<file path="config.mk">
export PLATFORM = sky130hd
export DESIGN_NAME = micro_hash_miner
export DESIGN_NICKNAME = d
export VERILOG_FILES = /design/src/rtl/micro_hash_miner.sv
export SDC_FILE = /design/constraint.sdc
export NUM_CORES = 2
export LEC_CHECK = 0
export CAP_MARGIN = 20
export CORE_MARGIN = 4
export CORE_UTILIZATION = 60
export CTS_CLUSTER_SIZE = 40
export DETAILED_ROUTE_END_ITERATION = 8
export PLACE_DENSITY = 0.81
export SETUP_SLACK_MARGIN = 0.5
export SYNTH_ARGS = -nofsm -noshare
export SYNTH_HDL_FRONTEND = slang
export SYNTH_SLANG_ARGS = --single-unit
</file>
<file path="constraint.sdc">
create_clock -name clk -period 5.4 [get_ports clk]
set_clock_uncertainty 0.05 [all_clocks]
set_input_delay 0.54 -clock clk [delete_from_list [all_inputs] [get_ports clk]]
set_output_delay 0.54 -clock clk [all_outputs]
set_load 0.01 [all_outputs]
</file>
<file path="src/rtl/micro_hash_miner.sv">
// Nonce-search engine around a small 3-byte compression function.
// Each attempt runs LOAD, EXPAND, ROUND and FINAL. The search ends on a hit, when the budget runs out, or on abort.
module micro_hash_miner #(
  parameter int unsigned ROUNDS    = 32,
  parameter int unsigned SPLIT     = 17,
  parameter int unsigned CMP_BYTES = 2
) (
  input  logic             clk,
  input  logic             reset,
  input  logic             start,
  input  logic             abort,
  input  logic [11:0][7:0] entry,
  input  logic [31:0]      nonce_start,
  input  logic [15:0]      max_tries,
  input  logic [7:0]       target,
  output logic             busy,
  output logic             done,
  output logic             found,
  output logic [31:0]      nonce_out,
  output logic [23:0]      hash_out
);

  localparam int unsigned IW = $clog2(ROUNDS);
  localparam logic [IW-1:0] LastIdx  = IW'(ROUNDS - 1);
  localparam logic [IW-1:0] FirstExp = IW'(16);

  typedef enum logic [2:0] {
    StIdle,
    StLoad,
    StExpand,
    StRound,
    StFinal,
    StDone
  } state_e;

  state_e                  state_q, state_d;
  logic [11:0][7:0]        entry_q, entry_d;
  logic [31:0]             nonce_q, nonce_d;
  logic [7:0]              target_q, target_d;
  logic [15:0]             max_q, max_d;
  logic [15:0]             tries_q, tries_d;
  logic [ROUNDS-1:0][7:0]  w_q, w_d;
  logic [7:0]              a_q, a_d, b_q, b_d, c_q, c_d;
  logic [IW-1:0]           t_q, t_d, i_q, i_d;
  logic                    found_q, found_d;
  logic [31:0]             nonce_out_q, nonce_out_d;
  logic [23:0]             hash_q, hash_d;

  logic [2:0][7:0] h;
  logic            hit;
  logic [7:0]      x, k;

  always_comb begin
    h   = {8'hFE + c_q, 8'h89 + b_q, 8'h01 + a_q};
    hit = 1'b1;
    for (int unsigned n = 0; n < 3; n++) begin
      if (n < CMP_BYTES && h[n] >= target_q) hit = 1'b0;
    end
    if (32'(t_q) < SPLIT) begin
      x = a_q ^ b_q;
      k = 8'h99;
    end else begin
      x = a_q | b_q;
      k = 8'hA1;
    end
  end

  always_comb begin
    state_d     = state_q;
    entry_d     = entry_q;
    nonce_d     = nonce_q;
    target_d    = target_q;
    max_d       = max_q;
    tries_d     = tries_q;
    w_d         = w_q;
    a_d         = a_q;
    b_d         = b_q;
    c_d         = c_q;
    t_d         = t_q;
    i_d         = i_q;
    found_d     = found_q;
    nonce_out_d = nonce_out_q;
    hash_d      = hash_q;

    // Abort beats every other action, and leaves the last completed attempt visible.
    if (abort && state_q != StIdle) begin
      state_d = StIdle;
      found_d = 1'b0;
    end else begin
      unique case (state_q)
        StIdle: begin
          if (start && !abort) begin
            state_d     = StLoad;
            entry_d     = entry;
            nonce_d     = nonce_start;
            target_d    = target;
            max_d       = (max_tries == 16'd0) ? 16'd1 : max_tries;
            found_d     = 1'b0;
            tries_d     = 16'd0;
            nonce_out_d = 32'd0;
          end
        end
        StLoad: begin
          for (int unsigned n = 0; n < 12; n++) w_d[n] = entry_q[n];
          for (int unsigned n = 0; n < 4; n++) w_d[12+n] = nonce_q[8*n +: 8];
          a_d     = 8'h01;
          b_d     = 8'h89;
          c_d     = 8'hFE;
          t_d     = '0;
          i_d     = FirstExp;
          state_d = (ROUNDS > 16) ? StExpand : StRound;
        end
        StExpand: begin
          w_d[i_q] = w_q[i_q - IW'(3)] | (w_q[i_q - IW'(9)] ^ w_q[i_q - IW'(14)]);
          if (i_q == LastIdx) state_d = StRound;
          else                i_d     = i_q + 1'b1;
        end
        StRound: begin
          a_d = b_q ^ c_q;
          b_d = {c_q[3:0], 4'h0};
          c_d = x + k + w_q[t_q];
          if (t_q == LastIdx) state_d = StFinal;
          else                t_d     = t_q + 1'b1;
        end
        StFinal: begin
          hash_d      = h;
          nonce_out_d = nonce_q;
          tries_d     = tries_q + 16'd1;
          if (hit || tries_d == max_q) begin
            found_d = hit;
            state_d = StDone;
          end else begin
            nonce_d = nonce_q + 32'd1;
            state_d = StLoad;
          end
        end
        StDone:  state_d = StIdle;
        default: state_d = StIdle;
      endcase
    end
  end

  always_ff @(posedge clk) begin
    if (!reset) begin
      state_q     <= StIdle;
      entry_q     <= '0;
      nonce_q     <= '0;
      target_q    <= '0;
      max_q       <= '0;
      tries_q     <= '0;
      w_q         <= '0;
      a_q         <= '0;
      b_q         <= '0;
      c_q         <= '0;
      t_q         <= '0;
      i_q         <= '0;
      found_q     <= 1'b0;
      nonce_out_q <= '0;
      hash_q      <= '0;
    end else begin
      state_q     <= state_d;
      entry_q     <= entry_d;
      nonce_q     <= nonce_d;
      target_q    <= target_d;
      max_q       <= max_d;
      tries_q     <= tries_d;
      w_q         <= w_d;
      a_q         <= a_d;
      b_q         <= b_d;
      c_q         <= c_d;
      t_q         <= t_d;
      i_q         <= i_d;
      found_q     <= found_d;
      nonce_out_q <= nonce_out_d;
      hash_q      <= hash_d;
    end
  end

  assign busy      = (state_q != StIdle);
  assign done      = (state_q == StDone);
  assign found     = found_q;
  assign nonce_out = nonce_out_q;
  assign hash_out  = hash_q;

endmodule

</file>
# == After elaboration in Yosys (flattened, before gate mapping) ==
# Index checks and enable logic that the tools add are counted.
# classes
n_eq_ne,15
reduce_logical,23
magnitude_cmp,9
n_addsub,12
bitwise,7
muxes,39
# ops
op,n
256-bit bitwise mux,1
128-bit case mux with 2 select lines,1
8-bit binary-select mux with 5-bit select,4
32-bit case mux with 2 select lines,2
32-bit 2-to-1 mux,3
8-bit 2-to-1 mux,6
8-bit case mux with 2 select lines,3
8-bit demux with 5-bit select,1
32-bit by 1-bit adder with 32-bit output (second input constant),1
16-bit 2-to-1 mux,2
16-bit case mux with 2 select lines,1
5-bit by 6-bit less-than comparator with 1-bit output (second input constant),5
8-bit XOR,3
5-bit case mux with 2 select lines,2
3-bit AND reduction,6
16-bit by 1-bit adder with 16-bit output (second input constant),1
8-bit adder,2
8-bit adder (first input constant),2
16-bit equality test,1
8-bit greater-or-equal comparator,2
16-bit logical NOT,1
8-bit bitwise OR,2
3-bit case mux with 5 select lines,1
2-bit != test (second input constant),7
other kinds (25),45
# totals
input_bits,156
out_inout_bits,59
regBits,518
elab_cells,162

# == Logic depth before layout (Yosys ltp) ==
# depth
ltp_word,7
ltp_mapped,19
depth_no_buf,16

# == Worst setup path before layout ==
# No wires, ideal clock.
# synth_path
kind,reg2reg
startpoint,register t_q[0]
endpoint,register c_q[7]
path_slack_ps,781
setup_ps,137
path_stages_with_launch,19
n_path_buf,4
required_ps,5213
synth_period_minus_slack_ps,4619
arrival_time_ps,4432
cell_sequence,dfxtp_1 buf_2 buf_2 buf_1 clkbuf_1 mux4_2 mux4_2 mux2_2 ha_1 ha_1 fa_1 a21oi_1 nor2_1 nor2_1 o21bai_1 a21oi_1 xnor2_1 xnor2_1 a31oi_1
# synth_via
elab_chain_len,5
elab_cells_between_ends,8
cone_classes,add/sub (2); order compare (1); mux (5)
# synth_rtl
element,line,rtl
from (decl),44,"logic [IW-1:0] t_q, t_d, i_q, i_d;"
from (signal assigned),171,t_q <= t_d;
5-bit less-than comparator,59,if (32'(t_q) < SPLIT) begin
8-bit 2-to-1 mux / 6-bit 2-to-1 mux (equally long branches),59,
8-bit adder,121,c_d = x + k + w_q[t_q];
8-bit adder (*),121,
8-bit case mux with 2 select lines (*),90,unique case (state_q)
to (signal assigned),154,c_q <= '0;
to (signal assigned),170,c_q <= c_d;
to (decl),43,"logic [7:0] a_q, a_d, b_q, b_d, c_q, c_d;"
# Every way passes the cells marked *; elsewhere a longest branch is shown, timed or not. The select of a mux whose other input is x is not followed.
# A chain may end at the register's enable or synchronous reset.

# == Final worst setup path ==
# Ends and elaborated chain as after synthesis.

==> impl_metrics.tcl <==
set metrics [dict create \
    final_common_cell "dfxtp_1" \
    ys_types 77 \
    critPathMaxFanout 39 \
    final_util_pct 69.3 \
    finalCritPeriodShare_pct 85.1 \
    synthMuxAreaShare_pct 23.2 \
    ys.flop_type "dfxtp_1" \
    p_int_mw 7.09 \
    final_net_count 3519 \
    clockPowerShare_pct 42.6 \
    synthXorXnorAreaFrac_pct 2.04 \
    h-tree-depth 2 \
    clock_path_buffers 3 \
    dieArea_mm2 0.0548 \
    fmax_mhz 218 \
    drt_wl_total_mm 107 \
    holdPathEnd "nonce_q[18]$_SDFFE_PN0P_" \
    cap_viol_max_count 0 \
    die_x_um 234 \
    routedWlPerCell_um 26.7 \
    io_pins 215 \
    pwr-share-seq_pct 43.0 \
    synth_compound_area_share_pct 19.8 \
    r2r_setup_slack_ps 800 \
    hp-class "input port to flop" \
    portBuffers 213 \
    cts_sinks 511 \
    synth_warnings 0 \
    finalCriticalPeriod_ps 4600 \
    syn-cell-area_mm2 0.0307 \
    cts_root_buf "clkbuf_16" \
    avgViaCountPerCell 7.06 \
    avgSynthCellArea_um2 9.36 \
    num_vias 28454 \
    synth_edf_count 0 \
    cts_hold_buf 0 \
    drtPass1Iterations 6 \
    setup_viol 0 \
    finalWeightedCongestion 1.00 \
    synth_simple_gate_area_share_pct 14.1 \
    final-hold-violation-count 0 \
    postCtsSetupBuffers 0 \
    grt_pass1_wl_mm 163 \
    hpwl_mm 76.8 \
    synthesis.nets 3485 \
    ant_nets 0 \
    slew-limit-headroom_pct 23.5 \
    synth.ff_latch_count 511 \
    r2r_start "t_q[0]$_SDFFE_PN0P_" \
    cts.clk_slew.worst_paths_ps 60 \
    coreArea_mm2 0.0504 \
    ys_async_sr_fraction_pct 0 \
    required_ps 5780 \
    ff2ff_path_depth 14 \
    hp-start "reset" \
    synthCells 3277 \
    cts_made_buffers 53 \
    critPathCaptureType "flop" \
    synth_seq_area_share_pct 33.3 \
    leakagePower_nw 12.0 \
    cts_tree "yes" \
    antenna_found_initial 0 \
    power.net_switching_mw 2.74 \
    hold-path-cell-count 2 \
    grt_pass1_vias 26773 \
    design_area_mm2 0.0349 \
    rsz0062_at_grt "no" \
    start_util_pct 60.9 \
    track_usage_pct 38.4 \
    worst_ir_drop_vdd_v 0.000254 \
    rows 82 \
    syn2layout_area_growth_pct 13.9 \
    mostFrequentLayoutCells "507 x dfxtp_1, 450 x a21oi_1, 411 x nand2_1" \
    clk_latency_ps 610 \
    p_sw_share_pct 27.9 \
    crit_arrival_ps 4980 \
    critPathLaunchType "flop" \
    layout-drive-gt1-share_pct 17.5 \
    dpl-instance-area_mm2 0.0329 \
    die_h_um 234 \
    dr.first_iter.drc_count 4317 \
    synthAdderAreaFrac_pct 2.17 \
    synth_top_family_by_area "multiplexers" \
    finalMaxSlewViolations 0 \
    tightestPinTransition_ps 1150 \
    overflow 0 \
    p_per_area_mw_per_mm2 282 \
    critPathKind "flop to flop" \
    combPwrFrac_pct 14.4 \
    cts_resized 0 \
    grt_max_degree 133 \
    drc 0 \
    r2r-end "c_q[7]$_SDFFE_PN0P_" \
    final.setup.tns_ps 0 \
    outcome "finished, final reports clean" \
    p_total_mw 9.83 \
]
==> sequential cells by signal, indices dropped and copies added, names as in the netlist, 16 cells and up <==
name and count:
entry_q 96, hash_out 22, max_q 16, nonce_out 32, nonce_q 32, tries_q 16
w_q 256
==> power groups by stage <==
stage / Sequential [mW] / Combinational, mW / Clock, mW
2_1_floorplan: 4.13 / 0.981 / 0
4_1_cts: 4.20 / 1.38 / 4.21
5_1_grt: 4.23 / 1.51 / 4.34
3_3_place_gp: 4.28 / 1.33 / 0
6_report: 4.23 / 1.41 / 4.19
3_5_place_dp: 4.29 / 1.37 / 0
==> worst max-delay path by stage <==
stage                   startpoint                  end  slack [ps]  cells past startpoint
2_1_floorplan  t_q[0]$_SDFFE_PN0P_  c_q[7]$_SDFFE_PN0P_         780                     18
3_3_place_gp   t_q[0]$_SDFFE_PN0P_  c_q[7]$_SDFFE_PN0P_         840                     14
3_5_place_dp   t_q[0]$_SDFFE_PN0P_  c_q[7]$_SDFFE_PN0P_         790                     14
4_1_cts        t_q[0]$_SDFFE_PN0P_  c_q[7]$_SDFFE_PN0P_         790                     14
5_1_grt        t_q[0]$_SDFFE_PN0P_  c_q[7]$_SDFFE_PN0P_         610                     14
6_report       t_q[0]$_SDFFE_PN0P_  c_q[7]$_SDFFE_PN0P_         800                     14
==> logic make-up after synthesis <==
| group | after synthesis |
|---|---|
| simple gates | 954 |
| other cells | 1 |
| xor+xnor | 67 |
| mux | 329 |
| buf+inv | 352 |
| fa+ha+maj | 52 |
| flops | 511 |
| compound gates | 1011 |
==> critical path: stages (launching register included) <==
cell	delay, ps
dfxtp_4	820
buf_4	450
mux4_2	560
mux4_2	470
mux2_2	300
ha_1	320
ha_1	340
a21oi_1	180
nor2_1	60
nor2_1	170
o21bai_1	80
a21oi_1	180
xnor2_1	150
xnor2_1	140
a31oi_1	90
==> routing by layer <==
metal | GRT usage [%] | up-vias | routed length [um]
li1 | - | 12267 | -
met1 | 51.7 | 13860 | 40200
met2 | 58.8 | 2018 | 48400
met3 | 11.1 | 309 | 13700
met4 | 15.3 | 0 | 5040
met5 | 0 | - | 0
==> synthesized netlist by cell type, types with 17 or more instances <==
master      n  share of area [%]
a211oi_1   33               0.81
a211oi_2   48                2.0
a21oi_1   450                7.3
a22oi_1    44                1.1
and2_1     33               0.67
and3_1     43               0.88
buf_1      20               0.24
buf_2      43               0.70
buf_4      19               0.46
buf_6      24               0.88
clkbuf_1  207                2.5
dfxtp_1   511                 33
ha_1       50                2.0
inv_1      36               0.44
mux2i_1    17               0.55
mux4_2    303                 22
nand2_1   412                5.0
nand2b_1   22               0.45
nand3_1    78                1.3
nand4_1    26               0.53
nor2_1    209                2.6
nor2b_1    46               0.94
nor3_1     37               0.60
o21ai_0   242                3.9
o21ai_1    20               0.33
o22ai_1    55                1.1
xnor2_1    37                1.1
xor2_1     26               0.74
==> layout make-up <==
class,instances,area [um2]
multi-input combinational,2414,18900
inverter,38,150
sequential,511,10200
fill,3804,15400
clock inverter,25,427
tap,672,841
timing repair buffer,293,2790
antenna,1,2.50
clock buffer,75,1570
==> stage by stage <==
| stage | std cells | hold WS, ps | worst slack (ps) |
|---|---|---|---|
| finish | 4029 | 353 | 805 |
| global route | 4028 | 356 | 608 |
| CTS | 4026 | 329 | 791 |
| detailed placement | 3926 | 396 | 793 |
| global placement | 3926 | 388 | 843 |
| floorplan | 3277 | 382 | 781 |
Note: power is estimated with default switching activity, not from simulation.
